--- src/rtl/mux_arb_pkg.sv ---
// rtl/mux_arb_pkg.sv - shared constants and state type for the 8-way round-robin arbiter
package mux_arb_pkg;

    localparam int N_REQ = 8;
    localparam int SEL_W = 3;

    typedef enum logic {
        IDLE,
        GRANT
    } arb_state_t;

endpackage

--- src/rtl/rr_pick8.sv ---
// rtl/rr_pick8.sv - combinational round-robin pick: first set request at or after ptr, mod 8
module rr_pick8
    import mux_arb_pkg::*;
(
    input  logic [N_REQ-1:0] req,
    input  logic [SEL_W-1:0] ptr,
    output logic             any,
    output logic [SEL_W-1:0] idx
);

    logic [2*N_REQ-1:0] dbl;
    logic [N_REQ-1:0]   rot;
    logic [SEL_W-1:0]   k;

    // Rotate so ptr lands at bit 0, find the lowest set bit, then rotate the index back.
    always_comb begin
        dbl = {req, req} >> ptr;
        rot = dbl[N_REQ-1:0];
        k   = '0;
        for (int i = N_REQ - 1; i >= 0; i--) begin
            if (rot[i]) begin
                k = SEL_W'(i);
            end
        end
        any = |req;
        idx = ptr + k;
    end

endmodule

--- src/rtl/mux8_rr_arbiter.sv ---
// rtl/mux8_rr_arbiter.sv - round-robin owner selection and beat pacing for the shared 8:1 mux
module mux8_rr_arbiter
    import mux_arb_pkg::*;
#(
    parameter int MAX_BEATS = 4,
    parameter int BEAT_W    = $clog2(MAX_BEATS) + 1
) (
    input  logic             clk,
    input  logic             rst,
    input  logic [N_REQ-1:0] req,
    input  logic             out_ready,
    output logic [SEL_W-1:0] sel,
    output logic [N_REQ-1:0] gnt,
    output logic             out_valid,
    output logic [N_REQ-1:0] beat_ack
);

    arb_state_t       state, state_n;
    logic [SEL_W-1:0] ptr, ptr_n;
    logic [SEL_W-1:0] owner, owner_n;
    logic [BEAT_W-1:0] beat_cnt, beat_cnt_n;
    logic [N_REQ-1:0] gnt_n;
    logic             pick_any;
    logic [SEL_W-1:0] pick_idx;
    logic             accept;
    logic             last_beat;

    rr_pick8 u_pick (
        .req (req),
        .ptr (ptr),
        .any (pick_any),
        .idx (pick_idx)
    );

    assign out_valid = (state == GRANT) & req[owner];
    assign accept    = out_valid & out_ready;
    assign last_beat = (beat_cnt == BEAT_W'(MAX_BEATS - 1));
    assign beat_ack  = accept ? gnt : '0;
    // owner is only updated on a new grant, so sel holds its value through IDLE.
    assign sel       = owner;

    always_comb begin
        state_n    = state;
        ptr_n      = ptr;
        owner_n    = owner;
        beat_cnt_n = beat_cnt;
        gnt_n      = gnt;
        case (state)
            IDLE: begin
                if (pick_any) begin
                    state_n    = GRANT;
                    owner_n    = pick_idx;
                    gnt_n      = N_REQ'(1) << pick_idx;
                    beat_cnt_n = '0;
                end
            end
            GRANT: begin
                if (!req[owner] || (accept && last_beat)) begin
                    state_n    = IDLE;
                    gnt_n      = '0;
                    ptr_n      = owner + SEL_W'(1);
                    beat_cnt_n = '0;
                end else if (accept) begin
                    beat_cnt_n = beat_cnt + BEAT_W'(1);
                end
            end
            default: begin
                state_n = IDLE;
                gnt_n   = '0;
            end
        endcase
    end

    always_ff @(posedge clk or posedge rst) begin
        if (rst) begin
            state    <= IDLE;
            ptr      <= '0;
            owner    <= '0;
            beat_cnt <= '0;
            gnt      <= '0;
        end else begin
            state    <= state_n;
            ptr      <= ptr_n;
            owner    <= owner_n;
            beat_cnt <= beat_cnt_n;
            gnt      <= gnt_n;
        end
    end

endmodule

--- config.mk ---
export PLATFORM = sky130hd
export DESIGN_NAME = mux8_rr_arbiter
export DESIGN_NICKNAME = d
export VERILOG_FILES = /design/src/rtl/mux_arb_pkg.sv /design/src/rtl/rr_pick8.sv /design/src/rtl/mux8_rr_arbiter.sv
export SDC_FILE = /design/constraint.sdc
export NUM_CORES = 1
export LEC_CHECK = 0
export CAP_MARGIN = 20
export CORE_MARGIN = 3
export CORE_UTILIZATION = 46
export CTS_CLUSTER_SIZE = 28
export DETAILED_ROUTE_END_ITERATION = 6
export GPL_TIMING_DRIVEN = 0
export PLACE_DENSITY = 0.76
export SYNTH_ARGS = -nofsm -noshare
export SYNTH_HDL_FRONTEND = slang
export SYNTH_SLANG_ARGS = --single-unit
--- constraint.sdc ---
create_clock -name clk -period 2.9 [get_ports clk]
set_input_delay 0.435 -clock clk [delete_from_list [all_inputs] [get_ports clk]]
set_output_delay 0.435 -clock clk [all_outputs]
set_load 0.02 [all_outputs]
==> summary.txt <==
Logic synthesis
  • Most used DFF post-synth: dfrtp_1
  • EDFF count, synth: 0
  • Synth unique cells: 50
  • Mapped Avg Cell Area: 9.843 sq um
  • Yosys reg bits: 18
  • Cell Area, Synth: 0.001476 sq mm
  • Ys async rst share: 100.0%
  • Post-Syn Instances: 150
  • Mapped Nets: 166
  • Sequential element share of the synthesized area: 30.51%
  • Synthesis warning total: 0

Critical path
  • Stages on worst setup path: 12
  • CP cell instances: buf_6, buf_4, mux4_2, a21oi_2, o2bb2a_4, a211o_1, a21oi_2, ha_2, inv_2, fa_2, xnor2_4, mux2_4
  • Reg2Reg Depth: 12
  • Worst Setup EP: sel[2]
  • CP top delay family: compound AO/OA/AOI/OAI gates
  • RR Startpoint: ptr[0]
  • Critical path buffers and inverters: 3
  • CP dominant cell by count: a21oi_2
  • Crit start category: flop
  • Setup crit start: ptr[0]
  • Crit end category: flop
  • Largest fanout on the critical path: 5
  • Worst setup path class: flop to flop
  • R2R Path End: sel[2]
  • Critical path arrival: 3.21 ns
  • Critical Path Max Stage Delay: 0.45 ns
  • R2R Setup Slk: -0.12 ns
  • WP data required: 3.09 ns
  • Slowest-stage cell, CP: fa_2

Global routing
  • Met1 usage: 27.76%
  • Gr usage total: 20.26%
  • Largest net degree at the start of global routing: 19
  • Met3 GRT Util: 3.957%
  • Initial antenna violation count: 0
  • Busiest layer in global routing: met2
  • GRT overflow: 0
  • Vias in the first global route: 1382
  • GR met2 Demand/Resource: 32.62%
  • First-pass GRT wire length: 6534 um

Clock network
  • CTS clk-pin slew, worst paths: 0.09 ns
  • Skew-Pair Late Insertion Delay: 0.31 ns
  • CTS tree: done
  • Max clock buf depth: 2
  • CTS Sinks: 18
  • Total CTS buffers: 3
  • Cts hold-fix bufs: 0
  • H-tree depth: 1
  • Root Driver: clkbuf_4

Final layout
  • Fin nets: 204
  • # diodes: 0
  • FF/Latch Area: 452.9 sq um
  • Finished Cell Area: 0.001942 sq mm
  • Area of the multi-input gates: 0.001011 sq mm
  • Non-filler instance count after layout: 229
  • FILL cells: 253
  • Share of layout cells above drive strength 1: 26.74%
  • P&R area growth vs syn: 31.53%

Status
  • Outcome: complete, but fails checks
  • Failing checks: setup timing

STA
  • Slew Viols, Final: 0
  • Final Hold Viols: 0
  • Number of setup violations in the final report: 10
  • Final setup margin: -0.1180 ns
  • Max_slew headroom: 45.98%
  • RSZ-0062 raised after global routing: yes
  • FMAX: 331.3 MHz
  • Fin crit period: 3.018 ns
  • Final period util: 104.1%
  • Worst-Margin Slew: 0.8066 ns
  • Worst Skew: 0.01271 ns
  • Hold Slack: 0.4889 ns

Placement
  • PortBufs: 29
  • HPWL after DPL: 2820 um
  • Placer Congestion: 0.9264
  • Placed instance area: 0.001822 sq mm
  • Placed cell count: 221

Routing
  • Residual DRC: 0
  • ANT nets after route: 0
  • Vias per inst: 5.969
  • Vias post-DR: 1367
  • Iteration-0 DRC Markers: 75
  • Pre-antenna DRT Iters: 4
  • Routed wire per std cell: 17.02 um
  • WL final: 3897 um

Die
  • Die width: 62.66 um
  • Boundary pin count: 31
  • Starting Density: 50.91%
  • Die area: 0.003926 sq mm
  • DIE HEIGHT: 62.66 um
  • FP Rows: 19
  • CORE AREA: 0.002900 sq mm

Flow run
  • Max_cap viols: 0

Pwr
  • PD cells: 1137 mW/mm^2
  • Maximum VDD drop: 0.6133 mV
  • Power, Total: 2.208 mW
  • LEAKAGE: 0.8411 nW

Hold path
  • Worst hold path class: flop to flop
==> power by group <==
part	leakage (nW)	switching (mW)	internal, mW	total, mW
logic	0.592	0.857	0.758	1.62
clock network	0.0210	0.0798	0.0767	0.156
registers	0.229	0.0917	0.344	0.436
==> state kept, by name, summed over array words and instances (netlist names) <==
name	cells
beat_cnt	3
sel	3
state	1
ptr	3
gnt	8
==> worst min path at each step <==
stage / to / from / slack, ns / depth (start not counted)
after floorplan: beat_cnt[0] / rst / 0.37 / 1
after global placement: beat_cnt[2] / beat_cnt[2] / 0.46 / 2
after detailed placement: beat_cnt[2] / beat_cnt[2] / 0.47 / 2
after CTS: beat_cnt[2] / beat_cnt[2] / 0.50 / 2
after global routing: beat_cnt[2] / beat_cnt[2] / 0.53 / 2
final: beat_cnt[2] / beat_cnt[2] / 0.49 / 2
==> area by class of cell <==
class                   count  area share, %
inverters                   7          1.353
clock buffers               4          1.869
well taps                  42          2.706
repair buffers             33          15.53
multi-input cells         118          52.06
flip-flops and latches     18          23.32
plain buffers               7          3.157
==> synth_stat cells (4+ instances only) <==
master	instances	share of area [%]
a21oi_1	6	2.0
inv_1	7	1.8
nor2_1	5	1.3
dfrtp_1	18	31
nor2b_1	4	1.7
nor3_1	4	1.4
mux2_2	7	5.3
mux4_2	5	7.6
nand2_1	17	4.3
o21ai_0	11	3.7
and3_1	8	3.4
ha_1	4	3.4
mux2i_1	5	3.4
==> metal layers <==
metal / up-vias / share of wire (%)
met3: 3 / 7.5
met4: 0 / 0.54
met5: - / 0
li1: 637 / -
met2: 57 / 50
met1: 670 / 42
==> timing repair <==
action | 4_1_cts | 5_1_grt
gates cloned | 0 | 0
resized for setup | 27 | 15
buffers inserted | 2 | 2
endpoints found under the setup margin | 19 | 11
hold endpoints to repair | 0 | 0
pin swaps | 4 | 13
==> per-stage QoR <==
stage               setup TNS [ns]  utilization (%)  worst slack, ns
CTS                         -1.116            64.93          -0.1782
floorplan                  -0.1529                -         -0.04362
detailed placement          -10.75            62.81          -0.7242
global route                -1.891            66.95          -0.2214
global placement            -9.919            62.81          -0.7229
finish                     -0.6410            66.95          -0.1180
==> cells in the final DEF, fill, tap and decap left out, drive strengths merged, types with 3 or more instances in the layout <==
cell | netlist | layout
dfrtp | 18 | 18
nand2 | 17 | 17
dlygate4sd2 | 0 | 15
clkdlybuf4s50 | 0 | 14
o21ai | 13 | 13
buf | 5 | 9
and3 | 8 | 8
inv | 7 | 7
mux2 | 7 | 7
mux4 | 6 | 6
a21oi | 6 | 6
clkbuf | 2 | 6
nor2 | 5 | 5
mux2i | 5 | 5
nor3 | 4 | 4
nor2b | 4 | 4
ha | 4 | 4
and2 | 3 | 3
==> worst reg2reg max path: cells and delay by family, from the launching register on <==
family | cells | cell delay (ns)
adder cells (fa/ha/maj) | 2 | 0.64
multiplexers | 2 | 0.66
buffers and inverters | 3 | 0.31
XOR/XNOR | 1 | 0.19
AO/OA/AOI/OAI | 4 | 0.68
flip-flops | 1 | 0.42
==> kinds of logic (layout without fill, tap and decap cells) <==
kind of cell / after synthesis / count (layout) / share of synthesized area, %
adder cells (fa/ha/maj): 6 / 6 / 5.509
AND/OR/NAND/NOR: 52 / 52 / 19.07
AO/OA/AOI/OAI: 39 / 39 / 19.24
flip-flops: 18 / 18 / 30.51
buffers and inverters: 14 / 51 / 4.746
XOR/XNOR: 3 / 3 / 2.797
multiplexers: 18 / 18 / 18.14
(Power assumes the default switching activity.)
